File: config.mk
export PLATFORM = sky130hd
export DESIGN_NAME = gon_collect_controller
export DESIGN_NICKNAME = d
export VERILOG_FILES = /design/src/rtl/gon_collect_controller.sv
export SDC_FILE = /design/constraint.sdc
export NUM_CORES = 1
export LEC_CHECK = 0
export BUFFER_PORTS_ARGS = -buffer_cell sky130_fd_sc_hd__buf_4
export CORE_UTILIZATION = 47
export DETAILED_ROUTE_END_ITERATION = 10
export PLACE_DENSITY = 0.76
export RECOVER_POWER = 100
export SLEW_MARGIN = 20
export SYNTH_ARGS = -nofsm -noshare
export SYNTH_HDL_FRONTEND = slang
export SYNTH_SLANG_ARGS = --single-unit
export TNS_END_PERCENT = 100
File: constraint.sdc
create_clock -name clk -period 2.45 [get_ports clk]
set_input_delay 0.49 -clock clk [delete_from_list [all_inputs] [get_ports clk]]
set_output_delay 0.49 -clock clk [all_outputs]
set_load 0.02 [all_outputs]
File: src/rtl/gon_collect_controller.sv
// gon_collect_controller
//   PE-side output controller for the global output network (GON).
//   Result words from one PE are queued in a small FIFO and offered on the
//   shared output bus only while the bus tag matches this controller's ID.
//
// Ports
//   clk, rst          clock, asynchronous active-high reset
//   set_id, id_in     load a new ID (also clears sent_cnt)
//   id                current ID register
//   tag               bus destination tag for this cycle
//   pe_valid/pe_data  PE offers a result word
//   pe_ready          FIFO has a free slot (registered-state only)
//   bus_ready         bus accepts the offered word
//   bus_valid         head word offered (tag match and FIFO not empty)
//   bus_data          FIFO head, 0 when empty (not gated by tag)
//   pending           number of occupied FIFO entries
//   sent_cnt          words accepted by the bus since reset / last set_id
module gon_collect_controller #(
  parameter int ID_SIZE   = 5,
  parameter int DATA_SIZE = 32,
  parameter int DEPTH     = 2,
  parameter int CNT_SIZE  = 16
) (
  input  logic                       clk,
  input  logic                       rst,
  input  logic                       set_id,
  input  logic [ID_SIZE-1:0]         id_in,
  output logic [ID_SIZE-1:0]         id,
  input  logic [ID_SIZE-1:0]         tag,
  input  logic                       pe_valid,
  input  logic [DATA_SIZE-1:0]       pe_data,
  output logic                       pe_ready,
  input  logic                       bus_ready,
  output logic                       bus_valid,
  output logic [DATA_SIZE-1:0]       bus_data,
  output logic [$clog2(DEPTH):0]     pending,
  output logic [CNT_SIZE-1:0]        sent_cnt
);

  localparam int AW = $clog2(DEPTH);
  localparam int PW = AW + 1;
  localparam logic [PW-1:0] DEPTH_C = PW'(DEPTH);

  logic [DATA_SIZE-1:0] mem_q [DEPTH];
  logic [AW-1:0]        wr_ptr_q, wr_ptr_d;
  logic [AW-1:0]        rd_ptr_q, rd_ptr_d;
  logic [PW-1:0]        pend_q, pend_d;
  logic [CNT_SIZE-1:0]  sent_q, sent_d;
  logic [ID_SIZE-1:0]   id_q, id_d;
  logic                 push, pop;

  // pe_ready depends only on registered occupancy; a pop this cycle does not
  // open a slot until the next cycle.
  assign pe_ready  = (pend_q < DEPTH_C);
  assign bus_valid = (tag == id_q) && (pend_q != '0);
  assign bus_data  = (pend_q != '0) ? mem_q[rd_ptr_q] : '0;
  assign push      = pe_valid && pe_ready;
  assign pop       = bus_valid && bus_ready;

  assign id       = id_q;
  assign pending  = pend_q;
  assign sent_cnt = sent_q;

  always_comb begin
    wr_ptr_d = wr_ptr_q;
    rd_ptr_d = rd_ptr_q;
    pend_d   = pend_q;
    sent_d   = sent_q;
    id_d     = id_q;
    // DEPTH is a power of two, so natural pointer overflow is the wrap.
    if (push) wr_ptr_d = wr_ptr_q + AW'(1);
    if (pop) begin
      rd_ptr_d = rd_ptr_q + AW'(1);
      sent_d   = sent_q + CNT_SIZE'(1);
    end
    case ({push, pop})
      2'b10:   pend_d = pend_q + PW'(1);
      2'b01:   pend_d = pend_q - PW'(1);
      default: pend_d = pend_q;
    endcase
    // set_id wins over a same-cycle pop: the counter restarts at 0.
    if (set_id) begin
      id_d   = id_in;
      sent_d = '0;
    end
  end

  always_ff @(posedge clk or posedge rst) begin
    if (rst) begin
      wr_ptr_q <= '0;
      rd_ptr_q <= '0;
      pend_q   <= '0;
      sent_q   <= '0;
      id_q     <= '0;
    end else begin
      wr_ptr_q <= wr_ptr_d;
      rd_ptr_q <= rd_ptr_d;
      pend_q   <= pend_d;
      sent_q   <= sent_d;
      id_q     <= id_d;
    end
  end

  // Storage needs no reset: an empty FIFO never exposes its contents.
  always_ff @(posedge clk) begin
    if (push) mem_q[wr_ptr_q] <= pe_data;
  end

endmodule

==> results of run 1 <==
## synth_stat cells (all sizes together)
cell and n:
o21ai 2, or4 2, mux2 6, xnor2 18
nor2 52, nand2 7, nor3 5, nor2b 1
xor2 4, clkbuf 11, and2 2, dfrtp 25
or3 1, nand2b 1, nand3 2, nor4 5
edfxtp 64, mux2i 33, nor4bb 1, ha 2
and3 3, a21oi 1, and4 2, inv 5
nand4 5, nor4b 1
## layout make-up
| class | count | area [um2] | area share (%) |
|---|---|---|---|
| Timing Repair Buffer | 113 | 643 | 13.9 |
| Sequential cell | 89 | 2550 | 55.3 |
| Inverter | 5 | 18.8 | 0.407 |
| Clock buffer | 10 | 128 | 2.77 |
| Clock inverter | 6 | 91.3 | 1.98 |
| Tap cell | 99 | 124 | 2.69 |
| Multi-Input combinational cell | 156 | 1060 | 23.0 |
## state kept, by name, summed over array words and instances, names as in the netlist
| signal | count |
|---|---|
| mem_q | 64 |
| sent_cnt | 16 |
| id | 5 |
| pending | 2 |
| rd_ptr_q | 1 |
| wr_ptr_q | 1 |
## power groups by stage
stage / clock, mW / combinational (mW) / sequential [mW]
2_1_floorplan: 0 / 1.09 / 2.00
3_3_place_gp: 0 / 1.87 / 2.03
3_5_place_dp: 0 / 1.89 / 2.04
4_1_cts: 1.10 / 1.90 / 2.01
5_1_grt: 1.17 / 1.72 / 2.03
6_report: 1.08 / 1.59 / 2.00
## critical path, stage by stage (launching register included)
cell and delay (ns):
dfrtp_1 0.40, xor2_1 0.17, or4_4 0.63, or4_4 0.59, or3_1 0.32, a21oi_1 0.14
## cells in the final DEF (no fill, tap or decap), drive strengths merged
cell,count
nor2b,1
nand3,2
ha,2
dfrtp,25
a21oi,1
nand4,5
and2,2
and3,3
or3,1
mux2,6
nand2b,1
nor4bb,1
nand2,7
xor2,4
and4,2
nor2,52
buf,21
xnor2,18
nor3,5
mux2i,33
clkinvlp,3
nor4,5
bufinv,2
or4,2
inv,6
edfxtp,64
clkbuf,102
o21ai,2
nor4b,1
## stage by stage
stage | total power, mW | hold WS [ns] | cell area (um2) | worst slack (ns) | instances
CTS | 5.01 | 0.145 | 4870 | 0.0430 | 478
detailed placement | 3.93 | 0.528 | 4650 | 0.0313 | 462
global placement | 3.89 | 0.517 | 4650 | 0.0685 | 462
floorplan | 3.09 | 0.479 | 3670 | 0.186 | 261
finish | 4.67 | 0.146 | 4610 | 0.132 | 478
global route | 4.93 | 0.148 | 4610 | 0.0306 | 478
## logic make-up (layout without fill, tap and decap cells)
kind of cell | count (synthesis) | in the layout
AND/OR/NAND/NOR | 90 | 90
flip-flops | 89 | 89
adder cells (fa/ha/maj) | 2 | 2
AO/OA/AOI/OAI | 3 | 3
multiplexers | 39 | 39
buffers and inverters | 16 | 134
XOR/XNOR | 22 | 22
## metal layers
metal	global-route usage [%]	vias up	wire length, um
met5	0	-	0
met4	6.99	0	116
met3	5.89	8	368
met2	30.7	72	3540
met1	22.5	1153	3030
li1	-	1161	-
## path summary, 6_finish.rpt
path                       cells past startpoint            to
max                                            5  sent_cnt[14]
min                                            2         id[4]
max reg2reg                                    5  sent_cnt[14]
min reg2reg                                    1      wr_ptr_q
max in group asynchronous                      3  sent_cnt[14]
min in group clk                               1  mem_q[0][17]
==> qor.txt, run 1 <==
DRT Pass-1 Iters - 4
final net count - 423
fin crit share - 94.6%
largest family of logic cells by synthesized area - simple AND/OR/NAND/NOR gates
clock share of power - 23.1%
Buffers on Ports - 103
Synth Register Bits - 89
fin. max-slew vios - 0
RSZ-0062 raised after global routing - false
routed via count - 2,394
post-synth top area cell - edfxtp_1
CTS tree - yes
Via density - 5.01
die height - 90.4 um
Final Util - 62.3%
fmax - 0.431 GHz
Inserted Clock Buffers - 9
Gate power share - 34.1%
Congestion Overflow GR - 0
Initial Utilization - 49.6%
Slew HR - 21.2%
WP data arrival - 2.59 ns
sequential share of the synthesized area - 69.4%
Psw - 1.69 mW
Detailed Place HPWL - 4900 um
critical path type - flop to flop
Power Dens Cells - 1010 mW/mm2
Tightest Hold Check Type - input port to asynchronous set/reset pin
number of global-route vias before repair - 2,468
post-synthesis mux area share - 10.8%
Synth area leaders - edfxtp_1, dfrtp_1, mux2i_1
post-synthesis compound-gate area fraction - 0.409%
CP max FO - 14
initial antenna violation count - 0
Final Critical Period - 2.32 ns
Reg2Reg Setup Slack - 0.13 ns
post-synthesis net count - 310
filler instances - 635
Synth Area in Simple Gates - 11.8%
status - finished, final reports clean
Post-Syn Area per Cell - 14.1 um2
Final Hold Vio Count - 0
internal power - 2.99 mW
Critical Path Start Type - flop
sequential share of power - 42.8%
Die Wd - 90.4 um
CTS Root Cell - clkbuf_8
DR DRC count - 0
Core ar. - 0.00741 mm2
Max clock buf depth - 2
clock-pin slew on the worst setup and hold paths - 0.09 ns
post-cts sizing count - 0
CP startpoint - id[2]
CTS Sinks - 89
number of diodes - 0
WL/cell - 14.8 um
# Max-Cap Violations - 0
Cell Rows - 31
Critical Path End Type - flop
first-pass GRT wire length - 11,600 um
gpl congestion - 0.798
DRT iter0 DRCs - 111
Synth top area share - 52.4%
Max IR drop VDD - 0.000540 V
total negative slack - 0 ns
die area - 0.00817 mm2
latest clock arrival within the worst-skew pair - 0.35 ns
H-tree level count - 3
Switching Fraction - 36.1%
Area growth syn-to-layout - 25.6%
synthesized instance count - 261
Synth cell types - 27
Worst Path Required - 2.72 ns
layout cell share with drive strength beyond 1 - 21.6%
Leakage - 1.77 nW
synthesized cell area - 0.00367 mm2
post-route ant nets - 0
largest net degree at the start of global routing - 33
Post-CTS Hold Fix Bufs - 0
Total Routed Length - 7060 um
Yosys Warn Count - 0
Boundary Pins - 104
reg2reg start - id[2]
Worst Tran Pin Value - 1.18 ns
Worst Clk Skew - 0.00731 ns
Setup Viol. Count Final - 0
global router's overall resource usage - 18.5%
# Post-CTS Setup Buffers - 0
XOR/XNOR share of the synthesized area - 5.25%
Synth Area in Adders - 0.682%
Note: power is estimated with default switching activity, not from simulation.
==> inputs of run 2 (changes only) <==
Settings changed: ABC_CLOCK_PERIOD_IN_PS set to 2150, CORE_UTILIZATION 47 to 52, PLACE_DENSITY 0.76 to 0.8.
Clock period 2.45 ns to 2.15 ns, I/O delays scaled along.
==> qor.txt, run 2 (same netlist as run 1, synthesis figures left out) <==
Critical Path Start Type - flop (unchanged)
Cell Rows - 30 (was 31)
post-placement worst setup slack - -0.0745 ns (was 0.0313 ns)
global router's overall resource usage - 19.7% (was 18.5%)
Power Dens Cells - 1140 mW/mm2 (was 1010 mW/mm2)
DRT Pass-1 Iters - 4 (unchanged)
Area growth syn-to-layout - 33.8% (was 25.6%)
latest clock arrival within the worst-skew pair - 0.34 ns (was 0.35 ns)
Inserted Clock Buffers - 9 (unchanged)
clock-pin slew on the worst setup and hold paths - 0.09 ns (about the same)
initial antenna violation count - 0 (unchanged)
smallest hold slack - 0.0574 ns (was 0.146 ns)
WL met3 - 441 um (was 368 um)
DRT iter0 DRCs - 96 (was 111)
number of global-route vias before repair - 2,388 (was 2,468)
Boundary Pins - 104 (unchanged)
Max clock buf depth - 2 (unchanged)
post-route ant nets - 0 (unchanged)
Buffers on Ports - 103 (unchanged)
Top Layer Used - met4 (unchanged)
Reg2Reg Setup Slack - -0.05 ns (was 0.13 ns)
gpl congestion - 0.782 (was 0.798)
reg2reg end - sent_cnt[14] (unchanged)
DR DRC count - 0 (unchanged)
max FFs per register - 64 (unchanged)
Max IR drop VDD - 0.000822 V (was 0.000540 V)
Core ar. - 0.00679 mm2 (was 0.00741 mm2)
die height - 86.0 um (was 90.4 um)
Slew HR - 43.4% (was 21.2%)
H-tree level count - 3 (unchanged)
fin crit share - 104%
Tightest Hold Check Type - input port to asynchronous set/reset pin (unchanged)
final net count - 432 (was 423)
CTS Sinks - 89 (unchanged)
fin. max-slew vios - 0 (unchanged)
filler instances - 482 (was 635)
RSZ-0062 raised after global routing - true (was false)
M1 WL - 2960 um (was 3030 um)
reg2reg start - id[4] (was id[2])
# Max-Cap Violations - 0 (unchanged)
Post-CTS Hold Fix Bufs - 0 (unchanged)
critical path type - flop to output port (was flop to flop)
commonest non-fill, non-tap cell in the layout - buf_4 (was edfxtp_1)
routed via count - 2,410 (was 2,394)
number of diodes - 0 (unchanged)
WP data arrival - 1.80 ns (was 2.59 ns)
Final Critical Period - 2.23 ns
metal2 WL - 3550 um (was 3540 um)
layout cell share with drive strength beyond 1 - 37.9% (was 21.6%)
final non-filler cell total - 484 (was 478)
Top reg by flops - mem_q (unchanged)
Total Routed Length - 7020 um (was 7060 um)
Worst Clk Skew - 0.00898 ns (was 0.00731 ns)
cells on worst reg2reg path - 6 (was 5)
Leakage - 2.02 nW (was 1.77 nW)
most frequent cells in the layout - buf_4, edfxtp_1, nor2_1 (was edfxtp_1, clkbuf_1, nor2_1)
Worst Path Required - 1.72 ns (was 2.72 ns)
WL/cell - 14.5 um (was 14.8 um)
CTS tree - yes (unchanged)
largest net degree at the start of global routing - 33 (unchanged)
final worst slack - -0.0848 ns (was 0.132 ns)
CTS Root Cell - clkbuf_8 (unchanged)
total negative slack - -0.130 ns (was 0 ns)
Final Util - 72.3% (was 62.3%)
placed cells - 463 (was 462)
Congestion Overflow GR - 0 (unchanged)
failing checks - negative setup slack
Critical Path End Type - output port (was flop)
die area - 0.00740 mm2 (was 0.00817 mm2)
Die Wd - 86.0 um (was 90.4 um)
CP max FO - 3 (was 14)
Setup Viol. Count Final - 2 (was 0)
Final Hold Vio Count - 0 (unchanged)
Worst Tran Pin Value - 0.849 ns (was 1.18 ns)
fmax - 0.447 GHz
Initial Utilization - 54.0% (was 49.6%)
Detailed Place HPWL - 4750 um (was 4900 um)
Via density - 4.98 (was 5.01)
status - finished with violations (was finished, final reports clean)
first-pass GRT wire length - 11,100 um (was 11,600 um)
-- run 2: cell count changes in the layout (fill, tap and decap cells not counted), sizes merged --
cell      previous run  this run
clkinv               0         1
clkinvlp             3         1
buf                 21        83
clkbuf             102        50
-- run 2: worst max-delay path by stage --
stage               cells after the start            to  startpoint  slack, ns
floorplan                               5   sent_cnt[6]       id[4]      0.004
global placement                        6  sent_cnt[14]      tag[4]      -0.05
detailed placement                      6  sent_cnt[14]      tag[4]      -0.07
CTS                                     5     bus_valid       id[2]      -0.07
global route                            5     bus_valid       id[4]      -0.14
finish                                  5     bus_valid       id[4]      -0.08
-- run 2: per-layer routing --
layer	vias to the layer above	GRT usage, %
met2	80	33.3
met3	7	4.33
met1	1147	25.3
met4	0	6.82
li1	1176	-
met5	-	0
-- run 2: final cells by class --
cell class	count	area, um2	share of cell area (%)
Sequential cell	89	2550	52.0
Multi-Input combinational cell	156	1110	22.5
Timing Repair Buffer	122	901	18.3
Clock buffer	11	131	2.67
Tap cell	96	120	2.45
Clock inverter	5	81.3	1.66
Inverter	5	18.8	0.382
-- run 2: worst max-delay path, cell delays in order, from the launching register on --
cell	delay (ns)
dfrtp_2	0.42
xor2_1	0.14
or4_4	0.54
buf_6	0.15
nor2_4	0.08
buf_6	0.12
-- run 2: per-stage QoR --
step	instance area [um2]	total power, mW
final	4910	5.61
after global placement	4640	4.39
after floorplan	3680	3.52
after detailed placement	4640	4.42
after CTS	4890	5.65
after global routing	4910	5.86
-- run 2: power by group --
part	internal [mW]	total (mW)	leakage [nW]	switching, mW
sequential	2.14	2.23	0.912	0.0936
combinational	0.886	2.16	1.00	1.27
clock	0.658	1.22	0.104	0.559
total	3.68	5.61	2.02	1.92
-- run 2: timing repair --
action / 4_1_cts / 5_1_grt
hold endpoints to repair: 0 / 0
endpoints found under the setup margin: 1 / 9
pin swaps: 3 / 5
buffers inserted: 4 / 1
resized for setup: 2 / 11
==> inputs of run 3 (changes only) <==
Settings changed: SKIP_CTS_REPAIR_TIMING set to 1.
==> qor.txt, run 3 (same netlist as run 1, synthesis figures left out) <==
DRT iter0 DRCs - 94 (was 96)
Initial Utilization - 54.0% (unchanged)
die height - 86.0 um (unchanged)
CTS tree - yes (unchanged)
max FFs per register - 64 (unchanged)
initial antenna violation count - 0 (unchanged)
CTS Sinks - 89 (unchanged)
Worst Path Required - 1.72 ns (about the same)
commonest non-fill, non-tap cell in the layout - edfxtp_1 (was buf_4)
clock-pin slew on the worst setup and hold paths - 0.08 ns (was 0.09 ns)
Final Hold Vio Count - 0 (unchanged)
fin crit share - 105% (was 104%)
Max IR drop VDD - 0.000822 V (about the same)
CTS Root Cell - clkbuf_8 (unchanged)
Congestion Overflow GR - 0 (unchanged)
Buffers on Ports - 103 (unchanged)
largest net degree at the start of global routing - 33 (unchanged)
Boundary Pins - 104 (unchanged)
Slew HR - 31.8% (was 43.4%)
status - finished with violations (unchanged)
number of global-route vias before repair - 2,364 (was 2,388)
Detailed Place HPWL - 4750 um (unchanged)
total negative slack - -0.106 ns (was -0.130 ns)
routed via count - 2,396 (was 2,410)
Worst Tran Pin Value - 1.02 ns (was 0.849 ns)
# Max-Cap Violations - 0 (unchanged)
RSZ-0062 raised after global routing - true (unchanged)
Die Wd - 86.0 um (unchanged)
fmax - 0.443 GHz (was 0.447 GHz)
Total Routed Length - 6940 um (was 7020 um)
latest clock arrival within the worst-skew pair - 0.34 ns (about the same)
Reg2Reg Setup Slack - 0.04 ns (was -0.05 ns)
Final Critical Period - 2.26 ns (was 2.23 ns)
final worst slack - -0.106 ns (was -0.0848 ns)
final non-filler cell total - 482 (was 484)
smallest hold slack - 0.0638 ns (was 0.0574 ns)
critical path type - flop to output port (unchanged)
H-tree level count - 3 (unchanged)
Leakage - 1.91 nW (was 2.02 nW)
failing checks - negative setup slack (unchanged)
Power Dens Cells - 1160 mW/mm2 (was 1140 mW/mm2)
gpl congestion - 0.782 (unchanged)
die area - 0.00740 mm2 (unchanged)
Core ar. - 0.00679 mm2 (unchanged)
Inserted Clock Buffers - 9 (unchanged)
reg2reg start - id[2] (was id[4])
final net count - 430 (was 432)
Area growth syn-to-layout - 30.3% (was 33.8%)
Tightest Hold Check Type - input port to asynchronous set/reset pin (unchanged)
global router's overall resource usage - 19.4% (was 19.7%)
Top reg by flops - mem_q (unchanged)
first-pass GRT wire length - 11,000 um (was 11,100 um)
layout cell share with drive strength beyond 1 - 31.6% (was 37.9%)
WL/cell - 14.4 um (was 14.5 um)
DRT Pass-1 Iters - 4 (unchanged)
DR DRC count - 0 (unchanged)
cells on worst reg2reg path - 7 (was 6)
Max clock buf depth - 2 (unchanged)
CP max FO - 7 (was 3)
reg2reg end - sent_cnt[5] (was sent_cnt[14])
Cell Rows - 30 (unchanged)
Critical Path End Type - output port (unchanged)
Critical Path Start Type - flop (unchanged)
number of diodes - 0 (unchanged)
post-route ant nets - 0 (unchanged)
Setup Viol. Count Final - 1 (was 2)
Via density - 4.97 (was 4.98)
fin. max-slew vios - 0 (unchanged)
WP data arrival - 1.83 ns (was 1.80 ns)
Worst Clk Skew - 0.00829 ns (was 0.00898 ns)
placed cells - 463 (unchanged)
most frequent cells in the layout - edfxtp_1, buf_4, nor2_1 (was buf_4, edfxtp_1, nor2_1)
run 3: changes by cell type in the layout (fill, tap and decap cells not counted), moves of 2 or more:
cell	previous run	this run
clkbuf_1	10	30
buf_6	4	2
clkbuf_4	31	29
clkbuf_2	0	2
buf_4	79	59
run 3: how the worst max path moves through the flow:
stage,cells after the start,to,slack [ns],startpoint
3_3_place_gp,6,sent_cnt[14],-0.05,tag[4]
4_1_cts,5,bus_valid,-0.23,id[4]
6_report,5,bus_valid,-0.11,id[2]
5_1_grt,5,bus_valid,-0.14,id[3]
3_5_place_dp,6,sent_cnt[14],-0.07,tag[4]
2_1_floorplan,5,sent_cnt[6],0.004,id[4]
run 3: routing by layer:
metal | track usage (%) | part of all wire [%]
met5 | 0 | 0
met4 | 6.82 | 0.98
met3 | 4.33 | 6.7
met2 | 33.0 | 51
met1 | 24.7 | 42
run 3: area by class of cell:
cell class,instances,area (um2)
clock buffers,11,131
clock inverters,5,81.3
fillers,500,2010
inverters,5,18.8
multi-input cells,156,1080
flip-flops and latches,89,2550
well taps,96,120
repair buffers,120,798
run 3: worst max-delay path, stage by stage (launching register included):
cell and delay, ns:
dfrtp_2 0.41, xor2_1 0.14, or4_4 0.56, buf_6 0.17, nor2_4 0.09, buf_6 0.12
run 3: power by group:
group	switching [mW]	internal (mW)
Sequential	0.0934	2.14
Combinational	1.26	0.852
Clock	0.556	0.658
run 3: per-stage QoR:
| stage | worst slack (ns) | instance area (um2) | utilization, % | total power, mW |
|---|---|---|---|---|
| 2_1_floorplan | 0.00375 | 3680 | - | 3.52 |
| 3_5_place_dp | -0.0745 | 4640 | 68.3 | 4.42 |
| 4_1_cts | -0.231 | 4850 | 71.5 | 5.63 |
| 5_1_grt | -0.141 | 4780 | 70.4 | 5.83 |
| 3_3_place_gp | -0.0540 | 4640 | 68.3 | 4.39 |
| 6_report | -0.106 | 4780 | 70.4 | 5.57 |
